**src/rtl/alu_tv_pkg.sv**
```systemverilog
// Shared constants for the Hack ALU test-vector generator: code table,
// vector field layout, LFSR taps and corner operand pairs.
package alu_tv_pkg;

  localparam int VEC_W        = 56;
  localparam int OPND_W       = 16;
  localparam int CTRL_W       = 6;
  localparam int NUM_CODES    = 18;
  localparam int CORNER_PAIRS = 4;
  localparam int CORNER_LEN   = NUM_CODES * CORNER_PAIRS;

  localparam int X_LSB    = 40;
  localparam int Y_LSB    = 24;
  localparam int CTRL_LSB = 18;
  localparam int OUT_LSB  = 2;
  localparam int ZR_BIT   = 1;
  localparam int NG_BIT   = 0;

  // Fibonacci taps 16,14,13,11 expressed as bit positions 15,13,12,10
  localparam logic [OPND_W-1:0] LFSR_TAPS = 16'hB400;

  // zx nx zy ny f no, in generation order
  localparam logic [CTRL_W-1:0] CODE_TABLE [NUM_CODES] = '{
    6'b101010, 6'b111111, 6'b111010, 6'b001100, 6'b110000, 6'b001101,
    6'b110001, 6'b001111, 6'b110011, 6'b011111, 6'b110111, 6'b001110,
    6'b110010, 6'b000010, 6'b010011, 6'b000111, 6'b000000, 6'b010101
  };

  localparam logic [OPND_W-1:0] CORNER_X [CORNER_PAIRS] = '{16'h0000, 16'hFFFF, 16'h8000, 16'h0001};
  localparam logic [OPND_W-1:0] CORNER_Y [CORNER_PAIRS] = '{16'h0000, 16'hFFFF, 16'h7FFF, 16'hFFFF};

  typedef enum logic [1:0] {
    ST_IDLE,
    ST_FILL,
    ST_RUN,
    ST_DONE
  } gen_state_e;

  function automatic logic [OPND_W-1:0] lfsr_next(input logic [OPND_W-1:0] s);
    return {s[OPND_W-2:0], ^(s & LFSR_TAPS)};
  endfunction

endpackage

```
**src/rtl/alu_ref_model.sv**
```systemverilog
// Combinational Hack ALU reference: produces the expected out/zr/ng for a
// given operand pair and control code.
module alu_ref_model
  import alu_tv_pkg::*;
(
  input  logic [OPND_W-1:0] x,
  input  logic [OPND_W-1:0] y,
  input  logic              zx,
  input  logic              nx,
  input  logic              zy,
  input  logic              ny,
  input  logic              f,
  input  logic              no,
  output logic [OPND_W-1:0] out,
  output logic              zr,
  output logic              ng
);

  logic [OPND_W-1:0] xz, yz, xp, yp, r;

  always_comb begin
    xz  = zx ? '0 : x;
    yz  = zy ? '0 : y;
    xp  = nx ? ~xz : xz;
    yp  = ny ? ~yz : yz;
    r   = f ? (xp + yp) : (xp & yp);
    out = no ? ~r : r;
    zr  = (out == '0);
    ng  = out[OPND_W-1];
  end

endmodule

```
**src/rtl/alu_vector_gen.sv**
```systemverilog
// Hack ALU test-vector source: corner-pair phase then LFSR operands, each
// vector packed with its reference result behind a valid/ready output register.
module alu_vector_gen
  import alu_tv_pkg::*;
#(
  parameter int          NUM_VECTORS = 18000,
  parameter logic [15:0] SEED_X      = 16'hACE1,
  parameter logic [15:0] SEED_Y      = 16'h1D2B
) (
  input  logic             clk,
  input  logic             reset,
  input  logic             start,
  output logic             vec_valid,
  input  logic             vec_ready,
  output logic [VEC_W-1:0] vec_data,
  output logic             busy,
  output logic             done,
  output logic [31:0]      count
);

  localparam logic [31:0] NUM_V      = 32'(NUM_VECTORS);
  localparam logic [31:0] CORNER_END = 32'(CORNER_LEN);
  localparam logic [4:0]  K_LAST     = 5'(NUM_CODES - 1);

  gen_state_e        state_q;
  logic [4:0]        k_p0;
  logic [31:0]       n_p0;
  logic [OPND_W-1:0] lfsr_x_p0, lfsr_y_p0;
  logic [OPND_W-1:0] opnd_x_p0, opnd_y_p0, out_p0;
  logic [CTRL_W-1:0] ctrl_p0;
  logic [1:0]        pair_p0;
  logic              zr_p0, ng_p0;
  logic [VEC_W-1:0]  vec_p0;
  logic [VEC_W-1:0]  data_p1;
  logic              vld_p1;
  logic              advance, load, xfer;

  // ---- generate stage (p0): operands, code and reference result ----
  always_comb begin
    if (n_p0 < 32'd18)      pair_p0 = 2'd0;
    else if (n_p0 < 32'd36) pair_p0 = 2'd1;
    else if (n_p0 < 32'd54) pair_p0 = 2'd2;
    else                    pair_p0 = 2'd3;
    if (n_p0 < CORNER_END) begin
      opnd_x_p0 = CORNER_X[pair_p0];
      opnd_y_p0 = CORNER_Y[pair_p0];
    end else begin
      opnd_x_p0 = lfsr_x_p0;
      opnd_y_p0 = lfsr_y_p0;
    end
    ctrl_p0 = CODE_TABLE[k_p0];
  end

  alu_ref_model u_ref (
    .x  (opnd_x_p0),
    .y  (opnd_y_p0),
    .zx (ctrl_p0[5]),
    .nx (ctrl_p0[4]),
    .zy (ctrl_p0[3]),
    .ny (ctrl_p0[2]),
    .f  (ctrl_p0[1]),
    .no (ctrl_p0[0]),
    .out(out_p0),
    .zr (zr_p0),
    .ng (ng_p0)
  );

  always_comb begin
    vec_p0                        = '0;
    vec_p0[X_LSB +: OPND_W]       = opnd_x_p0;
    vec_p0[Y_LSB +: OPND_W]       = opnd_y_p0;
    vec_p0[CTRL_LSB +: CTRL_W]    = ctrl_p0;
    vec_p0[OUT_LSB +: OPND_W]     = out_p0;
    vec_p0[ZR_BIT]                = zr_p0;
    vec_p0[NG_BIT]                = ng_p0;
  end

  assign advance = !vld_p1 || vec_ready;
  assign load    = advance && (state_q == ST_RUN) && (n_p0 < NUM_V);
  assign xfer    = vld_p1 && vec_ready;

  // ---- output register (p1) and run control ----
  always_ff @(posedge clk or posedge reset) begin
    if (reset) begin
      state_q   <= ST_IDLE;
      busy      <= 1'b0;
      done      <= 1'b0;
      count     <= '0;
      vld_p1    <= 1'b0;
      data_p1   <= '0;
      k_p0      <= '0;
      n_p0      <= '0;
      lfsr_x_p0 <= SEED_X;
      lfsr_y_p0 <= SEED_Y;
    end else begin
      if (load) begin
        data_p1 <= vec_p0;
        vld_p1  <= 1'b1;
        n_p0    <= n_p0 + 32'd1;
        k_p0    <= (k_p0 == K_LAST) ? 5'd0 : k_p0 + 5'd1;
        // LFSR operands only start moving once the corner phase is over
        if (k_p0 == K_LAST && n_p0 >= CORNER_END) begin
          lfsr_x_p0 <= lfsr_next(lfsr_x_p0);
          lfsr_y_p0 <= lfsr_next(lfsr_y_p0);
        end
      end else if (xfer) begin
        vld_p1 <= 1'b0;
      end
      if (xfer) count <= count + 32'd1;

      case (state_q)
        ST_IDLE, ST_DONE: begin
          if (start) begin
            state_q   <= ST_FILL;
            busy      <= 1'b1;
            done      <= 1'b0;
            count     <= '0;
            k_p0      <= '0;
            n_p0      <= '0;
            lfsr_x_p0 <= SEED_X;
            lfsr_y_p0 <= SEED_Y;
          end
        end
        ST_FILL: state_q <= ST_RUN;
        ST_RUN: begin
          if (xfer && count == NUM_V - 32'd1) begin
            state_q <= ST_DONE;
            busy    <= 1'b0;
            done    <= 1'b1;
          end
        end
        default: state_q <= ST_IDLE;
      endcase
    end
  end

  assign vec_valid = vld_p1;
  assign vec_data  = data_p1;

endmodule
```
**config.mk**
```make
export PLATFORM = sky130hd
export DESIGN_NAME = alu_vector_gen
export DESIGN_NICKNAME = d
export VERILOG_FILES = /design/src/rtl/alu_tv_pkg.sv /design/src/rtl/alu_ref_model.sv /design/src/rtl/alu_vector_gen.sv
export SDC_FILE = /design/constraint.sdc
export NUM_CORES = 1
export LEC_CHECK = 0
export BUFFER_PORTS_ARGS = -buffer_cell sky130_fd_sc_hd__buf_2
export CAP_MARGIN = 20
export CORE_MARGIN = 2
export CORE_UTILIZATION = 54
export CTS_BUF_LIST = sky130_fd_sc_hd__clkbuf_16
export DETAILED_ROUTE_END_ITERATION = 8
export PLACE_DENSITY = 0.74
export REMOVE_ABC_BUFFERS = 1
export SETUP_SLACK_MARGIN = 0.2
export SYNTH_ARGS = -nofsm -noshare
export SYNTH_HDL_FRONTEND = slang
export SYNTH_SLANG_ARGS = --single-unit
```
**constraint.sdc**
```tcl
create_clock -name clk -period 5.3 [get_ports clk]
set_clock_uncertainty 0.1 [all_clocks]
set_input_delay 1.06 -clock clk [delete_from_list [all_inputs] [get_ports clk]]
set_output_delay 1.06 -clock clk [all_outputs]
set_load 0.02 [all_outputs]
```
# [After elaboration in Yosys (flattened, before gate mapping)]
# Memory sizes are Yosys's and may differ from the RTL's.
# Cells that the tools add are included.
[word_totals] rom_bits=192 memories=1 input_bits=4 output_inout_bits=91 ff_bits=162 elab_cells=100
[mem_list] name="(name not given)" words=32 word_bits=6 rd=1 rd_ports_with_merged_regs=0 wr=0 line_no="alu_vector_gen.sv:51" text="ctrl_p0 = CODE_TABLE[k_p0];"
[op_classes] n_eq_ne=7 muxes=48 bitwise=6 magnitude_cmp=8 add_sub_neg=4 reduce_logical=16
[ops] operator="$mux W16" n=20
[ops] operator="$mux W32" n=6
[ops] operator="$add A32 B1 Y32 const B" n=2
[ops] operator="$bmux W16 S2" n=2
[ops] operator="$lt A32 B6 Y1 const B" n=2
[ops] operator="$not A16 Y16" n=3
[ops] operator="$eq A32 B15 Y1 const B" n=1
[ops] operator="$ge A32 B7 Y1 const B" n=1
[ops] operator="$lt A32 B15 Y1 const B" n=1
[ops] operator="$lt A32 B5 Y1 const B" n=1
[ops] operator="$lt A32 B7 Y1 const B" n=1
[ops] operator="$reduce_xor A16 Y1" n=2
[ops] operator="$mux W5" n=4
[ops] operator="$add A16 B16 Y16" n=1
[ops] operator="$and A16 B16 Y16" n=1
[ops] operator="$logic_not A16 Y1" n=1
[ops] operator="$mux W6" n=2
[ops] operator="$mux W2" n=4
[ops] operator="$mux W1" n=7
[ops] operator="$ge A6 B6 Y1 const B" n=1
[ops] operator="$not A5 Y6" n=1
[ops] operator="$pmux W2 S3" n=1
[ops] operator="$add A5 B1 Y5 const B" n=1
[ops] operator="$eq A5 B5 Y1 const B" n=1
[ops] operator="15 further kinds" n=22

# [Longest topological paths before layout]
# Gate-level depths: netlist of run 1.
[logic_depth] depth_word=17 depth_mapped=25 ltp_nobuf=24

# [Hierarchy]
# From an unflattened synthesis of run 1, not the netlist that was laid out.
[unflattened] cells_unflattened=1071 area_unflattened_um2=9494.1
[by_module_without_submodules] mod="alu_vector_gen" n_inst=1 cells_each=804 seq_area_each_um2=4073.9 area_each_um2=7587.3
[by_module_without_submodules] mod="alu_ref_model" n_inst=1 cells_each=267 seq_area_each_um2=0.0 area_each_um2=1906.8

# [Least setup slack after synthesis of run 1]
# No wires, ideal clock.
[synth_path] path_type="reg2reg" start="reg n_p0[10]" end="reg data_p1[1], in the netlist vec_data[1]" path_buffers=1 required_time_ps=5078 setup_ps=122 synth_period_minus_slack_ps=4719 arrival_ps=4497 setup_slack_ps=581 stages_incl_launch_ff=25 path_cell_list="dfrtp_1 -> or4_1 -> nor3_2 -> nand2_1 -> a311oi_1 -> nand2_1 -> inv_1 -> ha_1 -> nor2_1 -> clkbuf_1 -> a21oi_1 -> nor2_1 -> xnor2_1 -> ha_1 -> inv_1 -> fa_1 -> nor2b_1 -> o2111ai_2 -> a211oi_1 -> nor3_1 -> o21ai_0 -> o221ai_1 -> a311o_1 -> o2111ai_1 -> nand2_1"
[synth_via] elab_chain_len=17 word_cells_on_any_way=30 cone_classes="1 x add/sub; 5 x order compare; 17 x mux; 5 x bitwise; 2 x reduce/logical"
[synth_rtl] item="start: declaration" line_no="alu_vector_gen.sv:27" text="logic [31:0] n_p0;"
[synth_rtl] item="start signal: assignment" line_no="alu_vector_gen.sv:99" text="n_p0 <= n_p0 + 32'd1;"
[synth_rtl] item="$lt A32 B6 Y1" line_no="alu_vector_gen.sv:42" text="else if (n_p0 < 32'd54) pair_p0 = 2'd2;"
[synth_rtl] item="$mux W1" line_no="alu_vector_gen.sv:42"
[synth_rtl] item="$mux W2" line_no="alu_vector_gen.sv:41" text="else if (n_p0 < 32'd36) pair_p0 = 2'd1;"
[synth_rtl] item="$mux W2" line_no="alu_vector_gen.sv:40" text="if (n_p0 < 32'd18) pair_p0 = 2'd0;"
[synth_rtl] item="$not A2 Y3 (not written as such)" line_no="alu_vector_gen.sv:45, alu_vector_gen.sv:46"
[synth_rtl] item="$bmux W16 S2, on equally long branches" line_no="alu_vector_gen.sv:45, alu_vector_gen.sv:46"
[synth_rtl] item="$mux W16, on equally long branches (2 in a row)" line_no="alu_vector_gen.sv:45, alu_vector_gen.sv:46"
[synth_rtl] item="$mux W16" line_no="alu_vector_gen.sv:44" text="if (n_p0 < CORNER_END) begin"
[synth_rtl] item="$mux W16, on equally long branches" line_no="alu_ref_model.sv:22, alu_ref_model.sv:23"
[synth_rtl] item="$not A16 Y16, on equally long branches" line_no="alu_ref_model.sv:24, alu_ref_model.sv:25"
[synth_rtl] item="$mux W16, on equally long branches" line_no="alu_ref_model.sv:24, alu_ref_model.sv:25"
[synth_rtl] item="$add A16 B16 Y16 / $and A16 B16 Y16 (equally long branches)" line_no="alu_ref_model.sv:26" text="r = f ? (xp + yp) : (xp & yp);"
[synth_rtl] item="$mux W16" line_no="alu_ref_model.sv:26"
[synth_rtl] item="$not A16 Y16" line_no="alu_ref_model.sv:27" text="out = no ? ~r : r;"
[synth_rtl] item="$mux W16" line_no="alu_ref_model.sv:27"
[synth_rtl] item="$logic_not A16 Y1" line_no="alu_ref_model.sv:28" text="zr = (out == '0);"
[synth_rtl] item="end signal: assignment" line_no="alu_vector_gen.sv:97" text="data_p1 <= vec_p0;"
[synth_rtl] item="end: declaration" line_no="alu_vector_gen.sv:34" text="logic [VEC_W-1:0] data_p1;"
# Parallel ways exist; a longest one is shown, timed or not. The select of a mux whose other input is x is not followed.
# A chain may end at the register's enable or synchronous reset.

# [Final worst setup path of run 1]
# Ends and elaborated chain as after synthesis.

==> run metrics, run 1 <==
ANT nets after route=0; reg2reg setup slack=0.35 ns; vias in the first global route=7290; Worst EP required=5.57 ns; post-synthesis cell type count=70; initial antenna violation count=0; RSZ-0062 raised after global routing=false; # rows=47; WL per Instance=16.3 um; relative slew slack=29.8%; final hold vios=0; Setup TNS=0 ns; fin crit share=93.3%; DR DRC count=0; latest clock arrival within the worst-skew pair=0.43 ns; fin worst setup slack=0.353 ns; DRT iter0 DRCs=543; Final min period=4.95 ns; startpoint types=flip-flop; placed cells=1299; initial core utilization=54.8%; CP arrival=5.22 ns; clk slew on worst S/H paths=0.06 ns; share of cells above drive strength 1=20.2%; CTS tree=done; GRT Util Overall=25.1%; number of flops mapped to enable cells by yosys=0; final max-slew violation count=0; CTS H-Tree Depth=4; Total Power=5.91 mW; Syn Area/Cell=8.78 sq um; Core Area=16500 sq um; Die W=133 um; P per Cell Area=566 nW/um^2; largest net degree at the start of global routing=103; Placed Instance Area=9660 sq um; drt via density=5.71; clk buf depth=2; register area share after synthesis=44.9%; Mapped Area=9020 sq um; fin nets=1139; fin area=10400 sq um; Setup WS pre-CTS=0.177 ns; Worst-Margin Slew=1.05 ns; global-route wire length before repair=35.8 mm; Critical Setup Path Class=flip-flop to flip-flop; input/output buffers=94; CTS root buf=clkbuf_16; utilization after layout=63.4%; top_reg_cell synth=dfrtp_1; I/O pins=95; CP Max Fanout=9; #FFs+latches synth=161; VDD IR max=0.000345 V; Post-Route WL=21.8 mm; Die Area=17800 sq um; Highest Clock Rate=202 MHz; worst hold slack=0.360 ns; total gr overflow=0; final setup fails=0; die height=133 um; via count=7640; Lkg Pwr=4.85 nW; Filler cells=1373; CP endpoint kind=flip-flop; area grow syn2layout=15.8%; ant diodes=0; dpl hpwl=14.9 mm; Synth async-reset ratio=100%; Clock Sinks=161; CTS Buf Count=17; TritonRoute pass-1 iters=5; Finished Layout Cells=1337; Mapped Cells=1027; routability cong.=0.893; synth warn=0; maxcap violations=0; Hold Path Class=flip-flop to flip-flop; outcome=complete, no violations
-- critical path, cell delays in order, from the launching register on --
cell	delay [ns]
dfrtp_2	0.44
or4_4	0.53
nor3_4	0.20
nand2_2	0.10
a311oi_2	0.25
nand2_2	0.12
inv_2	0.10
ha_4	0.13
nor2_2	0.06
buf_4	0.21
a21oi_1	0.20
nor2_1	0.09
xnor2_1	0.14
ha_2	0.45
nand3_2	0.10
o2111ai_2	0.22
nand2_2	0.12
o41ai_4	0.41
xnor2_1	0.14
o21a_1	0.23
nor4b_2	0.29
o2111ai_1	0.15
nand2_1	0.08
-- layout by cell type (no fill, tap or decap), drive strengths merged, types with 3 or more instances in the layout --
cell type  instances
dfrtp            145
nor4              13
nand2b             4
a21o               3
xnor2             51
clkinv             3
or3               12
o21a               4
nor3b              3
ha                29
mux2               6
buf              117
o211ai             4
dfstp             16
nor2             110
nand3             37
nor2b              5
nand4             12
mux2i              3
or2                3
clkbuf            17
o2111ai            6
o21ai             74
a21oi             80
and2              22
and3              13
nor3              18
nand2            180
xor2              48
a211oi             5
inv               33
o31ai              5
-- cell type report --
cell class | instances | area [sq um] | area share, %
clock buffer | 17 | 425 | 4.07
clock inverter | 14 | 133 | 1.27
inverter | 25 | 98.8 | 0.946
multi-input combinational | 783 | 4800 | 46.0
sequential | 161 | 4050 | 38.8
tap | 220 | 275 | 2.63
timing repair buffer | 117 | 663 | 6.35
-- registers in the layout, indices dropped and copies added (netlist names) --
register,cells
lfsr_y_p0,16
lfsr_x_p0,16
done,1
k_p0,5
count,32
vec_valid,1
busy,1
n_p0,32
vec_data,55
state_q,2
-- synthesized netlist by cell type (all sizes together) (4+ instances only) --
library cell  instances  area share, %
mux2                  6           0.75
clkbuf               39            1.6
o31ai                 5           0.42
dfstp                16            4.7
nor3                 18            1.2
nand3                37            2.1
nor2                110            4.6
nor4                 13           0.97
nand2b                4           0.28
dfrtp               145             40
inv                  25            1.0
xnor2                51            5.0
o2111ai               6           0.72
o21ai                74            4.1
nor2b                 5           0.43
nand2               180            7.5
a21oi                80            4.6
o211ai                4           0.33
xor2                 48            4.7
a211oi                5           0.42
buf                  19            1.1
o21a                  4           0.33
nand4                12           0.83
ha                   29            4.0
and3                 13           0.90
and2                 22            1.5
or3                  12           0.83
-- worst paths after layout --
kind / cells past startpoint / endpoint / from
max in group asynchronous: 3 / lfsr_y_p0[8] / reset
hold reg to reg: 2 / vec_data[23] / vec_data[23]
min in group asynchronous: 2 / count[6] / reset
setup / recovery: 22 / vec_data[1] / n_p0[10]
hold / removal: 2 / vec_data[23] / vec_data[23]
setup reg to reg: 22 / vec_data[1] / n_p0[10]
-- layer usage --
metal,up-vias,part of all wire [%],global-route usage [%]
met2,208,51,43.6
li1,3665,-,-
met1,3724,42,31.4
met3,43,4.3,4.26
met4,0,2.5,10.0
met5,-,0,0
-- kinds of logic after synthesis --
group	count (synthesis)	share of synthesized area, %
AO/OA/AOI/OAI	204	13.8
AND/OR/NAND/NOR	441	22.6
flip-flops	161	44.9
adder cells (fa/ha/maj)	30	4.25
buffers and inverters	83	3.79
multiplexers	9	1.08
XOR/XNOR	99	9.61
-- power by group --
part           internal (mW)  switching [mW]
Combinational           1.27            2.00
Clock                  0.652           0.532
Sequential              1.36          0.0904
Total                   3.29            2.63
-- what timing repair did --
item	in CTS	in global routing
endpoints found under the hold margin	0	0
gates resized for setup	1	41
hold buffers	0	0
setup buffers	0	6
endpoints found under the setup margin	1	10
pin swaps	0	19
Note: power is estimated with default switching activity, not from simulation.
==> inputs of run 2 (changes only) <==
--- a/config.mk
+++ b/config.mk
@@ -7,8 +7,10 @@
 export LEC_CHECK = 0
 export BUFFER_PORTS_ARGS = -buffer_cell sky130_fd_sc_hd__buf_2
 export CAP_MARGIN = 20
+export CELL_PAD_IN_SITES_DETAIL_PLACEMENT = 1
+export CELL_PAD_IN_SITES_GLOBAL_PLACEMENT = 1
 export CORE_MARGIN = 2
-export CORE_UTILIZATION = 54
+export CORE_UTILIZATION = 41
 export CTS_BUF_LIST = sky130_fd_sc_hd__clkbuf_16
 export DETAILED_ROUTE_END_ITERATION = 8
 export PLACE_DENSITY = 0.74
==> run 2 against run 1 <==
First-iteration DRC count shrank 32%. Power grew 1.2%. Critical path depth grew 1. Critical endpoint unchanged. Sequential power is essentially flat. Worst hold slack lost 0.0017 ns. Cell area grew 1.9%. Clock-buffer cell count is the same.
==> run metrics, run 2 (same netlist as run 1, synthesis figures left out) <==
TritonRoute pass-1 iters=5 (unchanged); final max-slew violation count=0 (unchanged); share of cells above drive strength 1=21.6% (was 20.2%); routability cong.=0.850 (was 0.893); hold depth=2 (unchanged); outcome=complete, no violations (unchanged); initial core utilization=41.6% (was 54.8%); fin crit share=94.6% (was 93.3%); Final min period=5.01 ns (was 4.95 ns); Worst R2R End=vec_data[1] (unchanged); DRT iter0 DRCs=368 (was 543); Post-Route WL=25.2 mm (was 21.8 mm); Finished Layout Cells=1408 (was 1337); maxcap violations=0 (unchanged); Lkg Pwr=4.90 nW (was 4.85 nW); CP Max Fanout=7 (was 9); Worst-Margin Slew=0.840 ns (was 1.05 ns); total gr overflow=0 (unchanged); Reg-to-Reg Start=n_p0[9] (was n_p0[10]); drt via density=5.42 (was 5.71); VDD IR max=0.000243 V (was 0.000345 V); # rows=54 (was 47); reg2reg setup slack=0.29 ns (was 0.35 ns); clk slew on worst S/H paths=0.07 ns (was 0.06 ns); cts hold-fix bufs=0 (unchanged); clk buf depth=2 (unchanged); area grow syn2layout=18.1% (was 15.8%); most common library cell in the layout ignoring fill and taps=nand2_1 (unchanged); RSZ-0062 raised after global routing=true (was false); fin nets=1148 (was 1139); Clock Sinks=161 (unchanged); final hold vios=0 (unchanged); Setup crit start=n_p0[9] (was n_p0[10]); relative slew slack=43.9% (was 29.8%); CTS Buf Count=17 (unchanged); Die Area=23200 sq um (was 17800 sq um); vias in the first global route=8080 (was 7290); Hold Path End=vec_data[23] (unchanged); CTS H-Tree Depth=4 (unchanged); P per Cell Area=562 nW/um^2 (was 566 nW/um^2); I/O pins=95 (unchanged); number of flip-flops under the largest register name=55 (unchanged); Total Power=5.98 mW (was 5.91 mW); Filler cells=2536 (was 1373); CP arrival=5.28 ns (was 5.22 ns); most frequent cells in the layout=nand2_1, dfrtp_1, nor2_1, buf_2, o21ai_0 (unchanged); Die W=152 um (was 133 um); ANT nets after route=0 (unchanged); largest net degree at the start of global routing=109 (was 103); Worst EP required=5.56 ns (was 5.57 ns); input/output buffers=94 (unchanged); die height=152 um (was 133 um); WL per Instance=17.9 um (was 16.3 um); dpl hpwl=17.7 mm (was 14.9 mm); CTS root buf=clkbuf_16 (unchanged); Hold Path Class=flip-flop to flip-flop (unchanged); Core Area=21700 sq um (was 16500 sq um); initial antenna violation count=1 (was 0); CTS tree=done (unchanged); FF-to-FF path depth=23 (was 22); final setup fails=0 (unchanged); placed cells=1366 (was 1299); Highest Clock Rate=199 MHz (was 202 MHz); CP endpoint kind=flip-flop (unchanged); latest clock arrival within the worst-skew pair=0.43 ns (about the same); via count=7638 (was 7640); global-route wire length before repair=42.3 mm (was 35.8 mm); Critical Setup Path Class=flip-flop to flip-flop (unchanged); hold_sp=vec_data[23] (unchanged); DR DRC count=0 (unchanged); startpoint types=flip-flop (unchanged); GRT Util Overall=22.2% (was 25.1%)
==> run 2: changes by cell type in the layout (fill, tap and decap cells not counted), sizes merged <==
cell / change
buf: +9
clkinvlp: +2
bufinv: -1
clkinv: +1
diode: +1
inv: -1
==> run 2: what timing repair did <==
item	4_1_cts	5_1_grt
setup buffers	1	7
gates resized for setup	8	45
pin swaps	1	17
setup endpoints to repair	3	10
==> run 2: worst max-delay path by stage <==
stage                  endpoint  slack [ns]  cells past startpoint
finish              vec_data[1]        0.29                     23
global route        vec_data[1]        0.02                     24
CTS                 vec_data[1]        0.20                     21
detailed placement  vec_data[1]        0.03                     21
global placement    vec_data[1]        0.26                     23
floorplan                  busy       -0.18                      1
==> run 2: layout make-up <==
| class | instances | area [sq um] | share of cell area (%) |
|---|---|---|---|
| timing repair buffer | 126 | 751 | 7.05 |
| sequential | 161 | 4050 | 38.1 |
| inverter | 25 | 98.8 | 0.928 |
| multi-input combinational | 783 | 4860 | 45.6 |
| antenna | 1 | 2.50 | 0.0235 |
| clock inverter | 15 | 109 | 1.02 |
| tap | 280 | 350 | 3.29 |
| clock buffer | 17 | 425 | 4.00 |
==> run 2: critical path, stage by stage, from the launching register on <==
cell and delay [ns]:
dfrtp_2 0.43, or4_4 0.56, nor3_4 0.24, nand2_2 0.10
a311oi_2 0.18, nand2_1 0.14, inv_2 0.11, ha_4 0.14
nor2_4 0.06, a21oi_2 0.15, nor2_1 0.08, xnor2_1 0.23
ha_2 0.25, inv_2 0.06, fa_2 0.39, nor2b_4 0.17
o2111ai_4 0.18, a2111o_1 0.45, o311ai_2 0.09, xnor2_1 0.18
nand4_1 0.16, nor4_2 0.27, o2111ai_1 0.15, nand2_1 0.09
==> run 2: metal layers <==
| layer | vias to the layer above | wire length [um] | GRT usage [%] |
|---|---|---|---|
| met5 | - | 0 | 0 |
| met4 | 0 | 402 | 6.32 |
| met3 | 26 | 577 | 3.01 |
| met2 | 107 | 12700 | 38.0 |
| met1 | 3834 | 11500 | 29.6 |
| li1 | 3671 | - | - |
==> run 2: per-stage QoR <==
step           hold WS (ns)  cell area (sq um)  worst slack, ns  TNS (ns)  utilization, %
2_1_floorplan         0.354               8770           -0.182    -26.36               -
3_3_place_gp          0.348               9790            0.256         0            45.1
3_5_place_dp          0.351               9810           0.0338         0            45.2
4_1_cts               0.364              10400            0.203         0            47.9
5_1_grt               0.404              10600           0.0201         0            49.1
6_report              0.358              10600            0.286         0            49.1
==> run 2: power by group <==
| part | switching, mW | internal, mW | total (mW) |
|---|---|---|---|
| Sequential | 0.0945 | 1.36 | 1.45 |
| Clock | 0.544 | 0.604 | 1.15 |
| Combinational | 2.08 | 1.31 | 3.38 |
| Total | 2.71 | 3.27 | 5.98 |
==> inputs of run 3 (changes only) <==
--- a/config.mk
+++ b/config.mk
@@ -5,12 +5,13 @@
 export SDC_FILE = /design/constraint.sdc
 export NUM_CORES = 1
 export LEC_CHECK = 0
+export ABC_AREA = 1
 export BUFFER_PORTS_ARGS = -buffer_cell sky130_fd_sc_hd__buf_2
 export CAP_MARGIN = 20
 export CELL_PAD_IN_SITES_DETAIL_PLACEMENT = 1
 export CELL_PAD_IN_SITES_GLOBAL_PLACEMENT = 1
 export CORE_MARGIN = 2
-export CORE_UTILIZATION = 41
+export CORE_UTILIZATION = 40
 export CTS_BUF_LIST = sky130_fd_sc_hd__clkbuf_16
 export DETAILED_ROUTE_END_ITERATION = 8
 export PLACE_DENSITY = 0.74
==> run 3 against run 2 <==
Worst setup slack better by 0.56 ns. Final cell count up 18%. Largest power group unchanged. Wire length up 9.8%. First-iteration DRC count down 0.27%. Highest routed layer unchanged. Fmax up 13%. Sequential share of layout area down 1.2 points. Global-route usage up 0.42 points. Cell area up 3.2%. Via count up 13%. Core utilization down 3.4 points. Critical endpoint unchanged. Clock-buffer cell count unchanged.
==> run metrics, run 3 <==
Lkg Pwr=5.37 nW (was 4.90 nW); fin nets=1362 (was 1148); vias in the first global route=9109 (was 8080); initial antenna violation count=0 (was 1); top cells by count, synth=nand2_1, dfrtp_1, nor2_1 (unchanged); number of flip-flops under the largest register name=55 (unchanged); input/output buffers=94 (unchanged); Worst EP required=5.57 ns (was 5.56 ns); Critical Setup Path Class=flip-flop to flip-flop (unchanged); fin crit share=84.0% (was 94.6%); Setup WS pre-CTS=0.631 ns (was 0.0338 ns); CP endpoint kind=flip-flop (unchanged); GRT Util Overall=22.6% (was 22.2%); final setup fails=0 (unchanged); WL per Instance=16.6 um (was 17.9 um); latest clock arrival within the worst-skew pair=0.43 ns (about the same); Synth async-reset ratio=100% (unchanged); P per Cell Area=533 nW/um^2 (was 562 nW/um^2); CTS Buf Count=17 (unchanged); Clock Sinks=161 (unchanged); Crit-path slowest cell=fa_1 (was or4_4); Post-Route WL=27.7 mm (was 25.2 mm); synth top area cells=dfrtp_1, nand2_1, nor2_1 (was dfrtp_1, nand2_1, xnor2_1); share of cells above drive strength 1=18.6% (was 21.6%); TritonRoute pass-1 iters=4 (was 5); initial core utilization=40.4% (was 41.6%); CP Max Fanout=12 (was 7); via count=8623 (was 7638); die height=160 um (was 152 um); ANT nets after route=0 (unchanged); biggest area consumer among synthesized cells=dfrtp_1 (unchanged); ant diodes=0 (was 1); placed cells=1633 (was 1366); # rows=57 (was 54); Worst-Margin Slew=0.946 ns (was 0.840 ns); DRT iter0 DRCs=367 (was 368); RSZ-0062 raised after global routing=false (was true); maxcap violations=0 (unchanged); VDD IR max=0.000241 V (was 0.000243 V); synth warn=0 (unchanged); Core Area=24000 sq um (was 21700 sq um); I/O pins=95 (unchanged); CP arrival=4.72 ns (was 5.28 ns); relative slew slack=36.9% (was 43.9%); CP max stage delay=0.46 ns (was 0.56 ns); Highest Clock Rate=225 MHz (was 199 MHz); most common library cell in the layout ignoring fill and taps=nand2_1 (unchanged); Die W=160 um (was 152 um); dpl hpwl=20.6 mm (was 17.7 mm); Finished Layout Cells=1665 (was 1408); Mapped Area=9710 sq um (was 9020 sq um); Die Area=25500 sq um (was 23200 sq um); Syn Area/Cell=7.78 sq um (was 8.78 sq um); most numerous cell in the Yosys netlist=nand2_1 (unchanged); setup bufs post-CTS=0 (was 1); final max-slew violation count=0 (unchanged); post-synthesis cell type count=49 (was 70); worst hold slack=0.381 ns (was 0.358 ns); final hold vios=0 (unchanged); clk buf depth=2 (unchanged); Hold Path Class=flip-flop to flip-flop (unchanged); most frequent cells in the layout=nand2_1, dfrtp_1, nor2_1, inv_1, buf_2 (was nand2_1, dfrtp_1, nor2_1, buf_2, o21ai_0); Final min period=4.45 ns (was 5.01 ns); #FFs+latches synth=161 (unchanged); fin worst setup slack=0.848 ns (was 0.286 ns); startpoint types=flip-flop (unchanged); total gr overflow=0 (unchanged); CTS root buf=clkbuf_16 (unchanged); register area share after synthesis=41.7% (was 44.9%); global-route wire length before repair=46.9 mm (was 42.3 mm); drt via density=5.18 (was 5.42); CTS H-Tree Depth=4 (unchanged); DR DRC count=0 (unchanged); cell mode on critical path=nand2_1; Yosys top cell area share=37.4% (was 40.2%); Mapped Cells=1248 (was 1027); number of flops mapped to enable cells by yosys=0 (unchanged); outcome=complete, no violations (unchanged); area grow syn2layout=13.2% (was 18.1%); routability cong.=0.843 (was 0.850); CTS tree=done (unchanged); top_reg_cell synth=dfrtp_1 (unchanged); clk slew on worst S/H paths=0.06 ns (was 0.07 ns); largest net degree at the start of global routing=97 (was 109)
-- run 3: final cells by class --
cell class | count | area, sq um
timing repair buffer | 106 | 561
sequential | 161 | 4050
fill | 3076 | 13000
clock inverter | 15 | 118
inverter | 148 | 563
tap | 324 | 405
clock buffer | 17 | 425
multi-input combinational | 894 | 4870
-- run 3: logic make-up after synthesis --
family	Yosys count	synth area share (%)
DFF	161	41.7
adders and majority gates	30	3.94
xor gates and xnor gates	63	5.76
muxes	1	0.116
buffers and inverters	193	8.34
and+or+nand+nor	580	25.8
AOI/OAI and AO/OA	220	14.3
-- run 3: stage by stage --
| step | TNS [ns] | util (%) | cell area (sq um) | power, mW |
|---|---|---|---|---|
| 2_1_floorplan | -26.36 | - | 9450 | 3.75 |
| 3_3_place_gp | 0 | 43.4 | 10400 | 4.62 |
| 3_5_place_dp | 0 | 43.4 | 10400 | 4.70 |
| 4_1_cts | 0 | 45.6 | 11000 | 5.91 |
| 5_1_grt | 0 | 45.7 | 11000 | 6.39 |
| 6_report | 0 | 45.7 | 11000 | 5.85 |
-- run 3: worst paths after layout --
path                                 to  cells after the start  slack, ns    startpoint
setup / recovery            vec_data[1]                     33       0.85      n_p0[25]
hold / removal             vec_data[51]                      2       0.38  vec_data[51]
setup reg to reg            vec_data[1]                     33       0.85      n_p0[25]
hold reg to reg            vec_data[51]                      2       0.38  vec_data[51]
max in group asynchronous  lfsr_x_p0[0]                      3       3.33         reset
min in group asynchronous  vec_data[42]                      2       0.70         reset
-- run 3: per-layer routing --
layer,vias up,wire (um),global-route usage [%]
met5,-,0,0
met4,0,343,5.81
met3,23,759,3.25
met2,127,14000,41.0
met1,4277,12600,28.3
li1,4196,-,-
-- run 3: where the power goes --
part / switching [mW] / internal, mW / leakage [nW] / total [mW]
registers: 0.106 / 1.39 / 2.13 / 1.50
clock network: 0.535 / 0.642 / 0.264 / 1.18
logic: 2.19 / 0.989 / 2.98 / 3.18
total: 2.83 / 3.02 / 5.37 / 5.85
-- run 3: what timing repair did --
item                       CTS  global route
setup endpoints to repair    0             6
resized for setup            0             6
hold buffers                 0             0
-- run 3: worst max-delay path, delay by kind of cell, from the launching register on --
kind | cells | cell delay, ns
flops | 1 | 0.39
fa+ha+maj | 2 | 0.70
simple gates | 23 | 2.22
buf+inv | 5 | 0.47
xor+xnor | 1 | 0.21
compound gates | 2 | 0.29
